<file path="src/rtl/circle_arc_engine.sv">
`default_nettype none
// ============================================================================
// circle_arc_engine : midpoint-circle rasteriser with octant mask and clipping
// Rev 1.0
// ============================================================================
module circle_arc_engine #(
  parameter int X_W      = 8,
  parameter int Y_W      = 7,
  parameter int R_W      = 8,
  parameter int SCREEN_W = 160,
  parameter int SCREEN_H = 120
) (
  input  logic           clk,
  input  logic           rst_n,
  input  logic [2:0]     colour,
  input  logic [X_W-1:0] centre_x,
  input  logic [Y_W-1:0] centre_y,
  input  logic [R_W-1:0] radius,
  input  logic [7:0]     octant_mask,
  input  logic           start,
  output logic           done,
  output logic [X_W-1:0] vga_x,
  output logic [Y_W-1:0] vga_y,
  output logic [2:0]     vga_colour,
  output logic           vga_plot
);

  localparam int MAXW = (X_W > Y_W) ? ((X_W > R_W) ? X_W : R_W)
                                    : ((Y_W > R_W) ? Y_W : R_W);
  // Coordinate width leaves headroom so clipping sees true signed values.
  localparam int CW = MAXW + 3;
  localparam int OW = R_W + 2;
  localparam int KW = R_W + 3;

  localparam logic signed [OW-1:0] C_O_ONE = OW'(1);
  localparam logic signed [KW-1:0] C_K_ONE = KW'(1);
  localparam logic signed [CW-1:0] C_SW    = CW'(SCREEN_W);
  localparam logic signed [CW-1:0] C_SH    = CW'(SCREEN_H);

  typedef enum logic [3:0] {
    S_IDLE = 4'd0, S_INIT = 4'd1,
    S_P1 = 4'd2, S_P2 = 4'd3, S_P3 = 4'd4, S_P4 = 4'd5,
    S_P5 = 4'd6, S_P6 = 4'd7, S_P7 = 4'd8, S_P8 = 4'd9,
    S_DONE = 4'd10
  } state_t;

  state_t                r_state, w_state_nx;
  logic [2:0]            r_col;
  logic [X_W-1:0]        r_cx;
  logic [Y_W-1:0]        r_cy;
  logic [7:0]            r_mask;
  logic signed [OW-1:0]  r_ox, r_oy;
  logic signed [KW-1:0]  r_crit;

  logic                  w_crit_le0, w_step_done;
  logic signed [OW-1:0]  w_ox_nx, w_oy_nx;
  logic signed [KW-1:0]  w_ox_k, w_oy_k, w_crit_nx;

  assign w_crit_le0  = r_crit[KW-1] || (r_crit == '0);
  assign w_oy_nx     = r_oy + C_O_ONE;
  assign w_ox_nx     = w_crit_le0 ? r_ox : (r_ox - C_O_ONE);
  assign w_oy_k      = {w_oy_nx[OW-1], w_oy_nx};
  assign w_ox_k      = {w_ox_nx[OW-1], w_ox_nx};
  assign w_crit_nx   = w_crit_le0 ? (r_crit + (w_oy_k <<< 1) + C_K_ONE)
                                  : (r_crit + ((w_oy_k - w_ox_k) <<< 1) + C_K_ONE);
  assign w_step_done = (w_oy_nx > w_ox_nx);

  always_comb begin
    w_state_nx = r_state;
    unique case (r_state)
      S_IDLE:  if (start) w_state_nx = S_INIT;
      S_INIT:  w_state_nx = S_P1;
      S_P1:    w_state_nx = S_P2;
      S_P2:    w_state_nx = S_P3;
      S_P3:    w_state_nx = S_P4;
      S_P4:    w_state_nx = S_P5;
      S_P5:    w_state_nx = S_P6;
      S_P6:    w_state_nx = S_P7;
      S_P7:    w_state_nx = S_P8;
      S_P8:    w_state_nx = w_step_done ? S_DONE : S_P1;
      S_DONE:  if (!start) w_state_nx = S_IDLE;
      default: w_state_nx = S_IDLE;
    endcase
  end

  always_ff @(posedge clk) begin
    if (!rst_n) begin
      r_state <= S_IDLE;
      r_col   <= '0;
      r_cx    <= '0;
      r_cy    <= '0;
      r_mask  <= '0;
      r_ox    <= '0;
      r_oy    <= '0;
      r_crit  <= '0;
    end else begin
      r_state <= w_state_nx;
      if (r_state == S_INIT) begin
        r_col  <= colour;
        r_cx   <= centre_x;
        r_cy   <= centre_y;
        r_mask <= octant_mask;
        r_ox   <= {2'b00, radius};
        r_oy   <= '0;
        r_crit <= C_K_ONE - $signed({3'b000, radius});
      end
      if (r_state == S_P8) begin
        r_ox   <= w_ox_nx;
        r_oy   <= w_oy_nx;
        r_crit <= w_crit_nx;
      end
    end
  end

  logic signed [CW-1:0] w_cx_s, w_cy_s, w_ox_s, w_oy_s, w_px, w_py;
  logic [2:0]           w_oct;
  logic                 w_in_plot, w_on_screen;

  assign w_cx_s = {{(CW-X_W){1'b0}}, r_cx};
  assign w_cy_s = {{(CW-Y_W){1'b0}}, r_cy};
  assign w_ox_s = {{(CW-OW){r_ox[OW-1]}}, r_ox};
  assign w_oy_s = {{(CW-OW){r_oy[OW-1]}}, r_oy};

  always_comb begin
    w_px      = '0;
    w_py      = '0;
    w_oct     = 3'd0;
    w_in_plot = 1'b0;
    unique case (r_state)
      S_P1: begin w_in_plot = 1'b1; w_oct = 3'd0; w_px = w_cx_s + w_ox_s; w_py = w_cy_s + w_oy_s; end
      S_P2: begin w_in_plot = 1'b1; w_oct = 3'd1; w_px = w_cx_s + w_oy_s; w_py = w_cy_s + w_ox_s; end
      S_P3: begin w_in_plot = 1'b1; w_oct = 3'd2; w_px = w_cx_s - w_oy_s; w_py = w_cy_s + w_ox_s; end
      S_P4: begin w_in_plot = 1'b1; w_oct = 3'd3; w_px = w_cx_s - w_ox_s; w_py = w_cy_s + w_oy_s; end
      S_P5: begin w_in_plot = 1'b1; w_oct = 3'd4; w_px = w_cx_s - w_ox_s; w_py = w_cy_s - w_oy_s; end
      S_P6: begin w_in_plot = 1'b1; w_oct = 3'd5; w_px = w_cx_s - w_oy_s; w_py = w_cy_s - w_ox_s; end
      S_P7: begin w_in_plot = 1'b1; w_oct = 3'd6; w_px = w_cx_s + w_oy_s; w_py = w_cy_s - w_ox_s; end
      S_P8: begin w_in_plot = 1'b1; w_oct = 3'd7; w_px = w_cx_s + w_ox_s; w_py = w_cy_s - w_oy_s; end
      default: ;
    endcase
  end

  assign w_on_screen = !w_px[CW-1] && (w_px < C_SW) && !w_py[CW-1] && (w_py < C_SH);

  assign vga_plot   = w_in_plot && r_mask[w_oct] && w_on_screen;
  assign vga_x      = w_px[X_W-1:0];
  assign vga_y      = w_py[Y_W-1:0];
  assign vga_colour = w_in_plot ? r_col : 3'd0;
  assign done       = (r_state == S_DONE);

endmodule
`default_nettype wire

</file>
<file path="config.mk">
export PLATFORM = sky130hd
export DESIGN_NAME = circle_arc_engine
export DESIGN_NICKNAME = d
export VERILOG_FILES = /design/src/rtl/circle_arc_engine.sv
export SDC_FILE = /design/constraint.sdc
export NUM_CORES = 1
export LEC_CHECK = 0
export ABC_AREA = 0
export BUFFER_PORTS_ARGS = -buffer_cell sky130_fd_sc_hd__buf_2
export CAP_MARGIN = 20
export CORE_ASPECT_RATIO = 1.75
export CORE_MARGIN = 5
export CORE_UTILIZATION = 34
export CTS_CLUSTER_DIAMETER = 40
export DETAILED_ROUTE_END_ITERATION = 8
export GPL_ROUTABILITY_DRIVEN = 0
export PLACE_DENSITY = 0.53
export SLEW_MARGIN = 20
export SYNTH_ARGS = -nofsm -noshare
export SYNTH_HDL_FRONTEND = slang
export SYNTH_SLANG_ARGS = --single-unit
</file>
<file path="constraint.sdc">
create_clock -name clk -period 8.4 [get_ports clk]
set_clock_uncertainty 0.1 [all_clocks]
set_input_delay 0.84 -clock clk [delete_from_list [all_inputs] [get_ports clk]]
set_output_delay 0.84 -clock clk [all_outputs]
set_load 0.01 [all_outputs]
</file>
==> After elaboration in Yosys (flattened, before gate mapping) <==
Cells that the tools add are included.
{ "op_classes": {"div_mod_pow": 0, "multipliers": 0, "reduce_logical": 21, "n_mux": 19, "shift": 0, "magnitude_cmp": 4, "bitwise_logic": 0, "eq_ne": 12, "addsub": 16} }
{ "ops": {"columns": ["cell", "count"], "rows": [
  ["one-hot mux 11 bit (4 select lines)", 2],
  ["2-to-1 mux 10 bit", 5],
  ["one-hot mux 4 bit (11 select lines)", 1],
  ["2-to-1 mux 11 bit", 3],
  ["adder 11 bit", 2],
  ["adder 11 x 2 -> 11 bit (second input constant)", 2],
  ["adder 8 x 10 -> 11 bit", 2],
  ["adder 9 x 10 -> 11 bit", 2],
  ["subtractor 8 x 10 -> 11 bit", 2],
  ["subtractor 9 x 10 -> 11 bit", 2],
  ["one-hot mux 3 bit (7 select lines)", 1],
  ["== test 4 x 3 -> 1 bit (second input constant)", 4],
  ["OR reduction 2 bit", 8],
  ["== test 4 bit (second input constant)", 3],
  ["2-to-1 mux 4 bit", 3],
  ["logical NOT 11 bit", 1],
  ["less-than comparator 11 x 8 -> 1 bit (second input constant)", 1],
  ["less-than comparator 11 x 9 -> 1 bit (second input constant)", 1],
  ["adder 10 x 2 -> 10 bit (second input constant)", 1],
  ["greater-than comparator 10 bit", 1],
  ["subtractor 10 bit", 1],
  ["subtractor 10 x 2 -> 10 bit (second input constant)", 1],
  ["subtractor 1 x 8 -> 9 bit (first input constant)", 1],
  ["== test 4 x 2 -> 1 bit (second input constant)", 2],
  ["other kinds (13)", 20]
]} }
{ "word_totals": {"mem_bits_rw": 0, "output_inout_bits": 20, "ff_bits": 61, "mem_bits_ro": 0, "latchBits": 0, "mem_count": 0, "wordCells": 80, "in_bits": 37} }

==> Logic depth before layout (Yosys ltp) <==
Gate-level depths: netlist (run 1).
{ "depth": {"ltp_word": 8, "depth_mapped": 19, "depth_no_buf": 19} }

==> Least setup slack after synthesis (run 1) <==
Ideal clock, no wire load.
{ "synth_timing": {"path_kind": "register to output", "from": "register r_state[1]", "to": "output port vga_plot", "required_ns": 7.460, "arrival_time_ns": 4.143, "stages_incl_launch_ff": 19, "setup_slack_ns": 3.317, "n_path_buf": 3, "path_cell_list": "dfxtp_1 -> buf_2 -> or4b_1 -> o21ai_1 -> or3_1 -> clkbuf_1 -> clkbuf_1 -> nor2_1 -> o21ai_0 -> o31ai_1 -> a221o_1 -> ha_1 -> a21oi_1 -> o21ai_0 -> a2111oi_0 -> or3_1 -> xnor2_1 -> a311o_1 -> a2111oi_2"} }
{ "synth_via": {"elab_chain_cells": 8, "elab_cells_between_ends": 32, "cone_classes": "order compare (2); eq/ne (8); mux (6); reduce/logical (16)"} }
{ "synth_rtl": {"columns": ["element", "line_no", "rtl"], "rows": [
  ["start: declaration", "47", "state_t r_state, w_state_nx;"],
  ["start signal: assignment", "97", "r_state <= w_state_nx;"],
  ["== test 4 bit (tied with other cells)", "129", "unique case (r_state)"],
  ["OR reduction 2 bit (no line)", null, null],
  ["one-hot mux 11 bit (4 select lines)", "129", null],
  ["less-than comparator 11 x 9 -> 1 bit / logical NOT 1 bit (equally long branches)", "142", "assign w_on_screen = !w_px[CW-1] && (w_px < C_SW) && !w_py[CW-1] && (w_py < C_SH);"],
  ["logical AND 1 bit (3 in a row)", "142", null],
  ["logical AND 1 bit (*)", "144", "assign vga_plot = w_in_plot && r_mask[w_oct] && w_on_screen;"],
  ["end: declaration", "25", "output logic vga_plot"]
]} }
Every way passes the cells marked *; elsewhere a longest branch is shown, timed or not. The select of a mux whose other input is x is not followed.

==> Worst setup path after layout (run 1) <==
{ "layout_timing": {"from": "register r_state[0]", "to": "output port vga_plot"} }
Same word-level chain as after synthesis.

==> impl_metrics.csv, run 1 <==
group,metric,value,unit
logic_synthesis,synth-main-ff-cell,"dfxtp_1",
logic_synthesis,synth_edf_count,0,
min_path,hold_class,"flop to flop",
power_and_ir_drop,irDropWorstVdd,0.0882,mV
logic_synthesis,synth.avg_cell_area,7.17,µm²
detailed_routing,drc_errors,0,
sta,worstMarginPinSlew,1.05,ns
detailed_routing,drt-total-wl,21800,µm
outcome,status,"finished clean",
global_route,grt_usage,0.209,
die,core,0.0179,mm²
clock_network,clockBufferDepth,2,
detailed_routing,ant_nets,0,
global_route,antenna_found_initial,0,
critical_path,critPathCaptureType,"output port",
final_layout,final_cells,1114,
critical_path,path_class,"flop to output port",
final_layout,finalNetCount,964,
global_route,grt_pass1_wl,34700,µm
die,die_w,111,µm
detailed_routing,dr_total_vias,6322,
sta,rsz0062_at_grt,"no",
final_layout,multi_input_area,0.00455,mm²
clock_network,tritoncts.num_buffers,9,
logic_synthesis,ys_seq_area_frac,0.200,
logic_synthesis,synth_area,0.00610,mm²
final_layout,final_cell_area,0.00682,mm²
sta,fin_crit,5.92,ns
final_layout,drive_above_1_share,0.118,
power_and_ir_drop,p_leak,0.00274,µW
place,dp_hpwl,16900,µm
clock_network,cts_tree,"done",
global_route,first_global_vias,6456,
place,dpl_worst_slack,2.85,ns
critical_path,cp.required,7.46,ns
final_layout,n_antenna_cell,0,
sta,setup_ws,2.48,ns
global_route,grt_max_degree,33,
place,dp_cells,1098,
power_and_ir_drop,pwr_density_cell,215,mW/mm²
sta,fin_crit_sh,0.705,
clock_network,path_clk_slew,0.06,ns
flow_run,max-cap-violations,0,
clock_network,htreeDepth,3,
logic_synthesis,ys_warn_count,0,
sta,setup_viol,0,
final_layout,n_fill_cell,1991,
clock_network,cts-root-buf,"clkbuf_16",
logic_synthesis,synthCells,851,
die,pin_count,57,
logic_synthesis,async_reset_ff_frac,0,
place,place_area,0.00653,mm²
clock_network,post_cts_buffers,0,
sta,fmax,169,MHz
sta,drv_slew,0,
die,dieHeight,187,µm
die,initial_core_util,0.341,
detailed_routing,wl_per_cell,19.6,µm
final_layout,area_growth,11.6,%
sta,hold_viol,0,
critical_path,crit_fanout,21,
place,portBuffers,56,
clock_network,holdBufCountCts,0,
clock_network,cts_resized,0,
final_layout,seqCellArea,0.00122,mm²
sta,finalSetupTns,0,ns
logic_synthesis,synth_nets,940,
logic_synthesis,yosysUniqueCellTypes,78,
detailed_routing,drt_iter0_drc,386,
sta,slew_headroom,0.293,
critical_path,crit_path_start_kind,"flop",
detailed_routing,dr.pass1.iters,5,
logic_synthesis,ys_ff_latch,61,
clock_network,insertion_delay,0.35,ns
clock_network,clock-sinks,61,
critical_path,crit_arrival,4.98,ns
critical_path,rrSetupSlack,3.32,ns
die,num_rows,65,
die,dieArea,0.0208,mm²
global_route,grt_overflow,0,
detailed_routing,drt-vias-per-instance,5.68,
[worst max-delay path, cell delays in order, from the launching register on]
cell       delay, ns
dfxtp_1         0.54
or4b_1          0.61
o21ai_1         0.09
buf_4           0.21
or3_1           0.40
nor2_1          0.07
o21ai_0         0.16
o31ai_1         0.09
a221o_1         0.29
ha_1            0.35
a21oi_1         0.10
o21ai_0         0.20
a2111oi_0       0.12
or3_1           0.42
xnor2_1         0.15
a311o_1         0.33
a2111oi_2       0.32
buf_2           0.18
[flip-flops by register name (all words and copies together), names as in the netlist]
register / flops
r_cx: 8
r_cy: 7
r_mask: 8
r_col: 3
r_state: 4
r_ox: 10
r_oy: 10
r_crit: 11
[per-layer routing]
layer  wire length (µm)  GRT usage  vias up
met5                  0          0        -
li1                   -          -     3113
met4               1570      0.141        0
met3                802     0.0288       82
met2              11500      0.397      192
met1               7940      0.207     2935
[Yosys cell counts, types with 3 or more instances]
| master | n | share of area |
|---|---|---|
| nor4b_1 | 3 | 0.0043 |
| a21oi_1 | 92 | 0.075 |
| or2_2 | 7 | 0.0072 |
| ha_1 | 47 | 0.096 |
| a211oi_1 | 6 | 0.0074 |
| buf_1 | 6 | 0.0037 |
| nor2b_1 | 6 | 0.0061 |
| nand2_1 | 105 | 0.065 |
| a222oi_1 | 4 | 0.0066 |
| xnor2_1 | 40 | 0.057 |
| o21ai_0 | 53 | 0.043 |
| nor2_1 | 87 | 0.053 |
| or4_1 | 3 | 0.0037 |
| a221o_1 | 3 | 0.0049 |
| dfxtp_1 | 61 | 0.20 |
| o311ai_0 | 6 | 0.0086 |
| a22oi_1 | 13 | 0.016 |
| a2111oi_0 | 3 | 0.0043 |
| o2111ai_1 | 4 | 0.0057 |
| buf_2 | 9 | 0.0074 |
| o21bai_1 | 6 | 0.0074 |
| clkbuf_1 | 35 | 0.022 |
| o41ai_1 | 3 | 0.0043 |
| nor3_1 | 32 | 0.026 |
| nand3_1 | 21 | 0.017 |
| mux2i_1 | 9 | 0.015 |
| nand2b_1 | 11 | 0.011 |
| a31oi_1 | 4 | 0.0041 |
| nand4_1 | 3 | 0.0031 |
| o21ai_1 | 3 | 0.0025 |
| and2_1 | 14 | 0.014 |
| fa_1 | 5 | 0.016 |
| nor4_1 | 9 | 0.0092 |
| o21a_1 | 6 | 0.0074 |
| a21o_1 | 6 | 0.0074 |
| xor2_1 | 26 | 0.037 |
| o211ai_1 | 9 | 0.011 |
| inv_1 | 29 | 0.018 |
| o31ai_1 | 6 | 0.0074 |
| or3_1 | 8 | 0.0082 |
[cell families after synthesis]
| kind of cell | synth area share |
|---|---|
| flops | 0.200 |
| xor+xnor | 0.0947 |
| compound gates | 0.261 |
| mux | 0.0166 |
| buf+inv | 0.0549 |
| fa+ha+maj | 0.113 |
| simple gates | 0.260 |
[cell type report]
cell class,instances,share of cell area
well taps,234,0.0430
multi-input cells,707,0.668
flip-flops and latches,61,0.179
inverters,30,0.0165
clock inverters,7,0.00845
clock buffers,9,0.0330
repair buffers,66,0.0521
[metrics by stage]
| stage | power, µW | utilization | hold WS (ns) |
|---|---|---|---|
| 2_1_floorplan | 901 | - | 0.332 |
| 3_3_place_gp | 1090 | 0.365 | 0.341 |
| 3_5_place_dp | 1100 | 0.365 | 0.344 |
| 4_1_cts | 1470 | 0.381 | 0.353 |
| 5_1_grt | 1570 | 0.381 | 0.371 |
| 6_report | 1460 | 0.381 | 0.352 |
[final timing paths]
path,from,endpoint,cells past startpoint
max,r_state[0]$_SDFFE_PN0P_,vga_plot,17
min,r_col[1]$_SDFFE_PN0P_,r_col[1]$_SDFFE_PN0P_,2
max reg2reg,r_crit[1]$_SDFFE_PN0P_,r_crit[9]$_SDFFE_PN0P_,16
min reg2reg,r_col[1]$_SDFFE_PN0P_,r_col[1]$_SDFFE_PN0P_,2
[layout by cell type (no fill, tap or decap), drive strengths merged, types with 7 or more instances in the layout]
cell type    n
nand2      105
a21oi       92
nor2        88
buf         66
dfxtp       61
o21ai       57
ha          47
xnor2       40
nor3        33
inv         31
xor2        26
nand3       21
and2        14
a22oi       13
nand2b      11
or3         10
nor4         9
mux2i        9
o211ai       9
clkbuf       9
or2          7
[where the power goes]
group / switching, µW / internal [µW]
Combinational: 447 / 309
Clock: 165 / 203
Sequential: 29.7 / 309
No activity file was read; power rests on OpenSTA's default activity.
==> run 2: changes to the inputs <==
ABC_AREA = 1   (was 0)
clock period = 5.8 ns   (was 8.4 ns; I/O delays follow)
==> run 2 against run 1 <==
Against the previous run:
- flip-flop and latch count unchanged
- worst hold slack gained 0.0058 ns
- combinational power is 90% higher
- first-iteration DRC count fell by 3.9%
- power up 75%
- critical endpoint is now r_crit[10]$_SDFFE_PN0P_
==> impl_metrics.csv, run 2 <==
group,metric,value,unit
logic_synthesis,synth.most_common_cell,"nand2_1",
power_and_ir_drop,net-switching-power,1200,µW
clock_network,htreeDepth,3,
logic_synthesis,synth.avg_cell_area,6.12,µm²
final_layout,layout_commonest_cell,"nand2_1",
sta,hold_viol,0,
critical_path,crit_fanout,18,
logic_synthesis,synth_top_family_by_area,"simple AND/OR/NAND/NOR gates",
global_route,grt_usage,0.214,
die,num_rows,65,
detailed_routing,dr_total_vias,6810,
power_and_ir_drop,power.internal,1360,µW
global_route,grt_pass1_wl,35600,µm
place,dp_hpwl,18500,µm
final_layout,largest_reg_flops,11,
logic_synthesis,synthCells,1016,
detailed_routing,drt-total-wl,22600,µm
clock_network,path_clk_slew,0.06,ns
power_and_ir_drop,power_frac_seq,0.196,
logic_synthesis,ys_warn_count,0,
sta,finalSetupTns,0,ns
final_layout,finalNetCount,1158,
logic_synthesis,ys_ff_latch,61,
die,initial_core_util,0.344,
sta,fin_crit_sh,0.831,
clock_network,holdBufCountCts,0,
logic_synthesis,synth_compound_area_frac,0.200,
detailed_routing,ant_nets,0,
clock_network,cts-root-buf,"clkbuf_16",
clock_network,cts_resized,0,
global_route,first_global_vias,6919,
logic_synthesis,synth-main-ff-cell,"dfxtp_1",
final_layout,drive_above_1_share,0.113,
logic_synthesis,synth_nets,1105,
critical_path,crit_arrival,4.99,ns
sta,worstMarginPinSlew,0.828,ns
logic_synthesis,synth_edf_count,0,
final_layout,area_growth,14.1,%
clock_network,clockBufferDepth,2,
final_layout,top_register,"r_crit",
power_and_ir_drop,irDropWorstVdd,0.151,mV
power_and_ir_drop,clockPowerShare,0.239,
detailed_routing,drt_iter0_drc,371,
detailed_routing,drt-vias-per-instance,5.21,
clock_network,tritoncts.num_buffers,9,
critical_path,critPathCaptureType,"flop",
power_and_ir_drop,switching_share,0.468,
power_and_ir_drop,power_frac_comb,0.565,
detailed_routing,dr.pass1.iters,5,
min_path,hold_class,"flop to flop",
clock_network,clock-sinks,61,
die,die_w,112,µm
outcome,status,"finished clean",
final_layout,n_antenna_cell,0,
sta,drv_slew,0,
logic_synthesis,yosysTopAreaCellShare,0.197,
detailed_routing,drc_errors,0,
power_and_ir_drop,pwr_density_cell,361,mW/mm²
place,dpl_worst_slack,1.10,ns
die,pin_count,57,
sta,fin_crit,4.82,ns
logic_synthesis,synthMuxAreaShare,0,
logic_synthesis,yosysTopAreaCell,"dfxtp_1",
logic_synthesis,synth_common_cells,"nand2_1, nor2_1, inv_1, o21ai_0, a21oi_1",
logic_synthesis,synth-simple-area-share,0.347,
clock_network,post_cts_buffers,0,
sta,slew_headroom,0.448,
final_layout,final_cells,1308,
place,dp_cells,1292,
detailed_routing,wl_per_cell,17.3,µm
critical_path,path_class,"flop to flop",
clock_network,insertion_delay,0.34,ns
place,place_area,0.00676,mm²
logic_synthesis,yosysUniqueCellTypes,49,
global_route,grt_overflow,0,
critical_path,cp.required,5.97,ns
final_layout,final_cell_area,0.00709,mm²
logic_synthesis,ys_top_cells_by_area,"dfxtp_1, nand2_1, ha_1, nor2_1, inv_1",
sta,setup_ws,0.983,ns
power_and_ir_drop,p_leak,0.00341,µW
sta,rsz0062_at_grt,"no",
sta,setup_viol,0,
die,dieArea,0.0212,mm²
logic_synthesis,async_reset_ff_frac,0,
final_layout,most-common-layout-cells,"nand2_1, nor2_1, inv_1, o21ai_0, a21oi_1",
logic_synthesis,synth_area,0.00621,mm²
sta,fmax,208,MHz
logic_synthesis,ys_seq_area_frac,0.197,
critical_path,crit_path_start_kind,"flop",
die,core,0.0181,mm²
logic_synthesis,synth_xor_xnor_area_share,0.0493,
die,dieHeight,189,µm
flow_run,max-cap-violations,0,
final_layout,reg_top3,"r_crit: 11 flops, r_ox: 10 flops, r_oy: 10 flops",
place,portBuffers,56,
logic_synthesis,synthAdderAreaFrac,0.111,
global_route,antenna_found_initial,0,
clock_network,cts_tree,"done",
global_route,grt_max_degree,47,
[run 2: stage by stage]
step | power, µW | util | hold slack, ns
3_3_place_gp | 1940 | 0.374 | 0.343
5_1_grt | 2790 | 0.393 | 0.372
2_1_floorplan | 1590 | - | 0.330
3_5_place_dp | 1950 | 0.374 | 0.350
6_report | 2560 | 0.393 | 0.358
4_1_cts | 2560 | 0.393 | 0.355
[run 2: area by class of cell]
class | instances | area [µm²]
Tap cell | 234 | 293
Clock inverter | 6 | 93.8
Sequential cell | 61 | 1220
Timing Repair Buffer | 64 | 340
Clock buffer | 10 | 239
Fill cell | 2075 | 11000
Multi-Input combinational cell | 798 | 4390
Inverter | 135 | 512
[run 2: power groups by stage]
stage                     Clock [µW]  Sequential [µW]  Combinational, µW
after global routing             633              507               1650
after CTS                        621              502               1440
after floorplan                    0              498               1090
final                            610              502               1440
after global placement             0              510               1430
after detailed placement           0              511               1440
[run 2: cells by family after synthesis]
family,count (synthesis)
and+or+nand+nor,490
xor gates and xnor gates,35
DFF,61
AOI/OAI and AO/OA,221
adders and majority gates,52
buffers and inverters,157
[run 2: routing by layer]
metal  track usage  share of wire  wire length (µm)  vias to the layer above
li1              -              -                 -                     3481
met1         0.197           0.35              7950                     3104
met2         0.428           0.56             12600                      151
met3        0.0231          0.025               565                       74
met4         0.143          0.066              1490                        0
met5             0              0                 0                        -
[run 2: worst max-delay path, stage by stage, from the launching register on]
cell,delay (ns)
dfxtp_1,0.36
nor4_1,0.41
nand4_1,0.14
nand2_1,0.43
o21ai_0,0.22
ha_1,0.39
a21oi_1,0.21
o21ai_0,0.16
a21oi_1,0.31
o211a_1,0.20
xor2_1,0.14
inv_1,0.06
ha_1,0.36
inv_1,0.08
nor3_1,0.37
nand3_1,0.21
nand4_1,0.17
nand3_1,0.09
nand3_1,0.08
nand3_1,0.09
a21oi_1,0.14
[run 2: final timing paths]
kind / slack, ns / endpoint / depth (start not counted) / start
setup / recovery: 0.98 / r_crit[10]$_SDFFE_PN0P_ / 20 / r_crit[4]$_SDFFE_PN0P_
hold / removal: 0.36 / r_col[1]$_SDFFE_PN0P_ / 2 / r_col[1]$_SDFFE_PN0P_
setup reg to reg: 0.98 / r_crit[10]$_SDFFE_PN0P_ / 20 / r_crit[4]$_SDFFE_PN0P_
hold reg to reg: 0.36 / r_col[1]$_SDFFE_PN0P_ / 2 / r_col[1]$_SDFFE_PN0P_
==> run 3: changes to the inputs <==
PLACE_DENSITY = 0.54   (was 0.53)
clock period = 4.1 ns   (was 5.8 ns; I/O delays follow)
==> run 3 against run 2 <==
Against the previous run:
- sequential power rose by 41%
- sequential share of layout area down 1.5 points
- worst hold slack worse by 0.16 ns
- clock power increased by 31%
- critical path type is now flop to output port
- via count up 3.8%
- first-iteration DRC count fell by 8.9%
- final cell count up 5.3%
==> impl_metrics.csv, run 3 (same netlist as run 2, synthesis figures left out) <==
group,metric,value,unit
critical_path,crit_arrival,3.35,ns
final_layout,n_antenna_cell,0,
clock_network,cts-root-buf,"clkbuf_16",
final_layout,area_growth,27.0,%
critical_path,critPathMaxStageDelay,0.35,ns
die,num_rows,65,
critical_path,slowest_stage,"ha_1",
sta,drv_slew,0,
die,dieArea,0.0212,mm²
final_layout,reg_top3,"r_crit: 11 flops, r_ox: 10 flops, r_oy: 10 flops",
global_route,first_global_vias,7341,
global_route,antenna_found_initial,0,
final_layout,layout_commonest_cell,"nand2_1",
place,dpl_worst_slack,0.0272,ns
critical_path,path_class,"flop to output port",
detailed_routing,drt-total-wl,23800,µm
critical_path,crit_fanout,4,
power_and_ir_drop,irDropWorstVdd,0.212,mV
outcome,status,"finished clean",
clock_network,tritoncts.num_buffers,9,
detailed_routing,drt_iter0_drc,338,
detailed_routing,dr_total_vias,7070,
power_and_ir_drop,p_total,4060,µW
clock_network,holdBufCountCts,0,
critical_path,cpMostUsedCell,"nand2_1",
power_and_ir_drop,pwr_density_cell,514,mW/mm²
global_route,grt_usage,0.225,
die,core,0.0181,mm²
place,dp_cells,1351,
detailed_routing,dr.pass1.iters,5,
sta,fin_crit_sh,0.941,
global_route,grt_max_degree,47,
final_layout,drive_above_1_share,0.223,
sta,finalSetupTns,0,ns
clock_network,path_clk_slew,0.06,ns
final_layout,final_cells,1377,
sta,hold_viol,0,
critical_path,cp.required,3.59,ns
clock_network,clock-sinks,61,
sta,fin_crit,3.86,ns
sta,setup_ws,0.241,ns
detailed_routing,drt-vias-per-instance,5.13,
place,portBuffers,56,
global_route,grt_overflow,0,
sta,setup_viol,0,
final_layout,top_register,"r_crit",
critical_path,critPathCaptureType,"output port",
clock_network,htreeDepth,3,
die,initial_core_util,0.344,
final_layout,finalNetCount,1228,
sta,worstMarginPinSlew,0.781,ns
clock_network,cts_tree,"done",
die,pin_count,57,
detailed_routing,ant_nets,0,
final_layout,most-common-layout-cells,"nand2_1, inv_1, nor2_1, buf_4, o21ai_0",
die,die_w,112,µm
critical_path,path_cells,"inv_2 > ha_1 > buf_4 > nand3_1 > xor2_2 > o2111ai_2 > ha_1 > buf_4 > nand2_1 > o21ai_1 > a21oi_2 > nand3b_1 > nand2_1 > nand3_1 > nor2_1 > nand2_1 > nor2_2 > buf_2",
sta,slew_headroom,0.479,
power_and_ir_drop,p_leak,0.00379,µW
flow_run,max-cap-violations,0,
critical_path,crit_path_start_kind,"flop",
final_layout,largest_reg_flops,11,
final_layout,final_util,0.437,
detailed_routing,wl_per_cell,17.3,µm
place,dp_hpwl,19300,µm
global_route,grt_pass1_wl,37100,µm
clock_network,clockBufferDepth,2,
detailed_routing,drc_errors,0,
min_path,hold_class,"input port to flop",
sta,fmax,259,MHz
die,dieHeight,189,µm
clock_network,insertion_delay,0.35,ns
[run 3: cell types whose count changed in the layout (fill, tap and decap cells not counted), moves of 5 or more]
cell and change:
nor2_2 +5, o21ai_1 +7, ha_1 -6, inv_1 -5
o21ai_0 -11, dfxtp_1 -7, nor2_1 -7, a21oi_1 -13
a21oi_2 +12, buf_4 +69
[run 3: critical path: cells and delay by family (launching register included)]
kind                     cells  cell delay, ns
adder cells (fa/ha/maj)      2            0.56
XOR/XNOR                     1            0.30
flip-flops                   1            0.34
AO/OA/AOI/OAI                3            0.40
AND/OR/NAND/NOR              8            0.89
buffers and inverters        4            0.51
[run 3: routing by layer]
| metal | share of wire | GRT usage |
|---|---|---|
| met1 | 0.34 | 0.203 |
| met2 | 0.56 | 0.449 |
| met3 | 0.028 | 0.0276 |
| met4 | 0.072 | 0.154 |
| met5 | 0 | 0 |
[run 3: power breakdown]
group	internal [µW]	switching, µW	leakage [µW]
clock	501	301	0.000141
sequential	659	49.0	0.000504
combinational	1040	1510	0.00315
total	2200	1860	0.00379
[run 3: path summary, 6_finish.rpt]
check	start	to	slack, ns	cells past startpoint
setup reg to reg	r_crit[0]$_SDFFE_PN0P_	r_crit[9]$_SDFFE_PN0P_	0.28	21
hold reg to reg	r_col[1]$_SDFFE_PN0P_	r_col[1]$_SDFFE_PN0P_	0.36	2
setup / recovery	r_oy[1]$_SDFFE_PN0P_	vga_plot	0.24	18
hold / removal	centre_y[5]	r_cy[5]$_SDFFE_PN0P_	0.19	3
[run 3: area by class of cell]
type	instances	area [µm²]
Clock buffer	12	256
Clock inverter	3	45.0
Fill cell	2027	10200
Inverter	135	519
Multi-Input combinational cell	798	4670
Sequential cell	61	1240
Tap cell	234	293
Timing Repair Buffer	134	870
[run 3: metrics by stage]
step / hold slack (ns) / cell area (µm²)
finish: 0.194 / 7890
CTS: 0.184 / 7550
detailed placement: 0.350 / 7200
global route: 0.210 / 7890
global placement: 0.345 / 7200
floorplan: 0.330 / 6210
[run 3: repair_timing]
item / in CTS / in global routing
pin swaps: 1 / 27
buffers inserted: 1 / 10
resized for setup: 10 / 84
endpoints found under the setup margin: 1 / 7
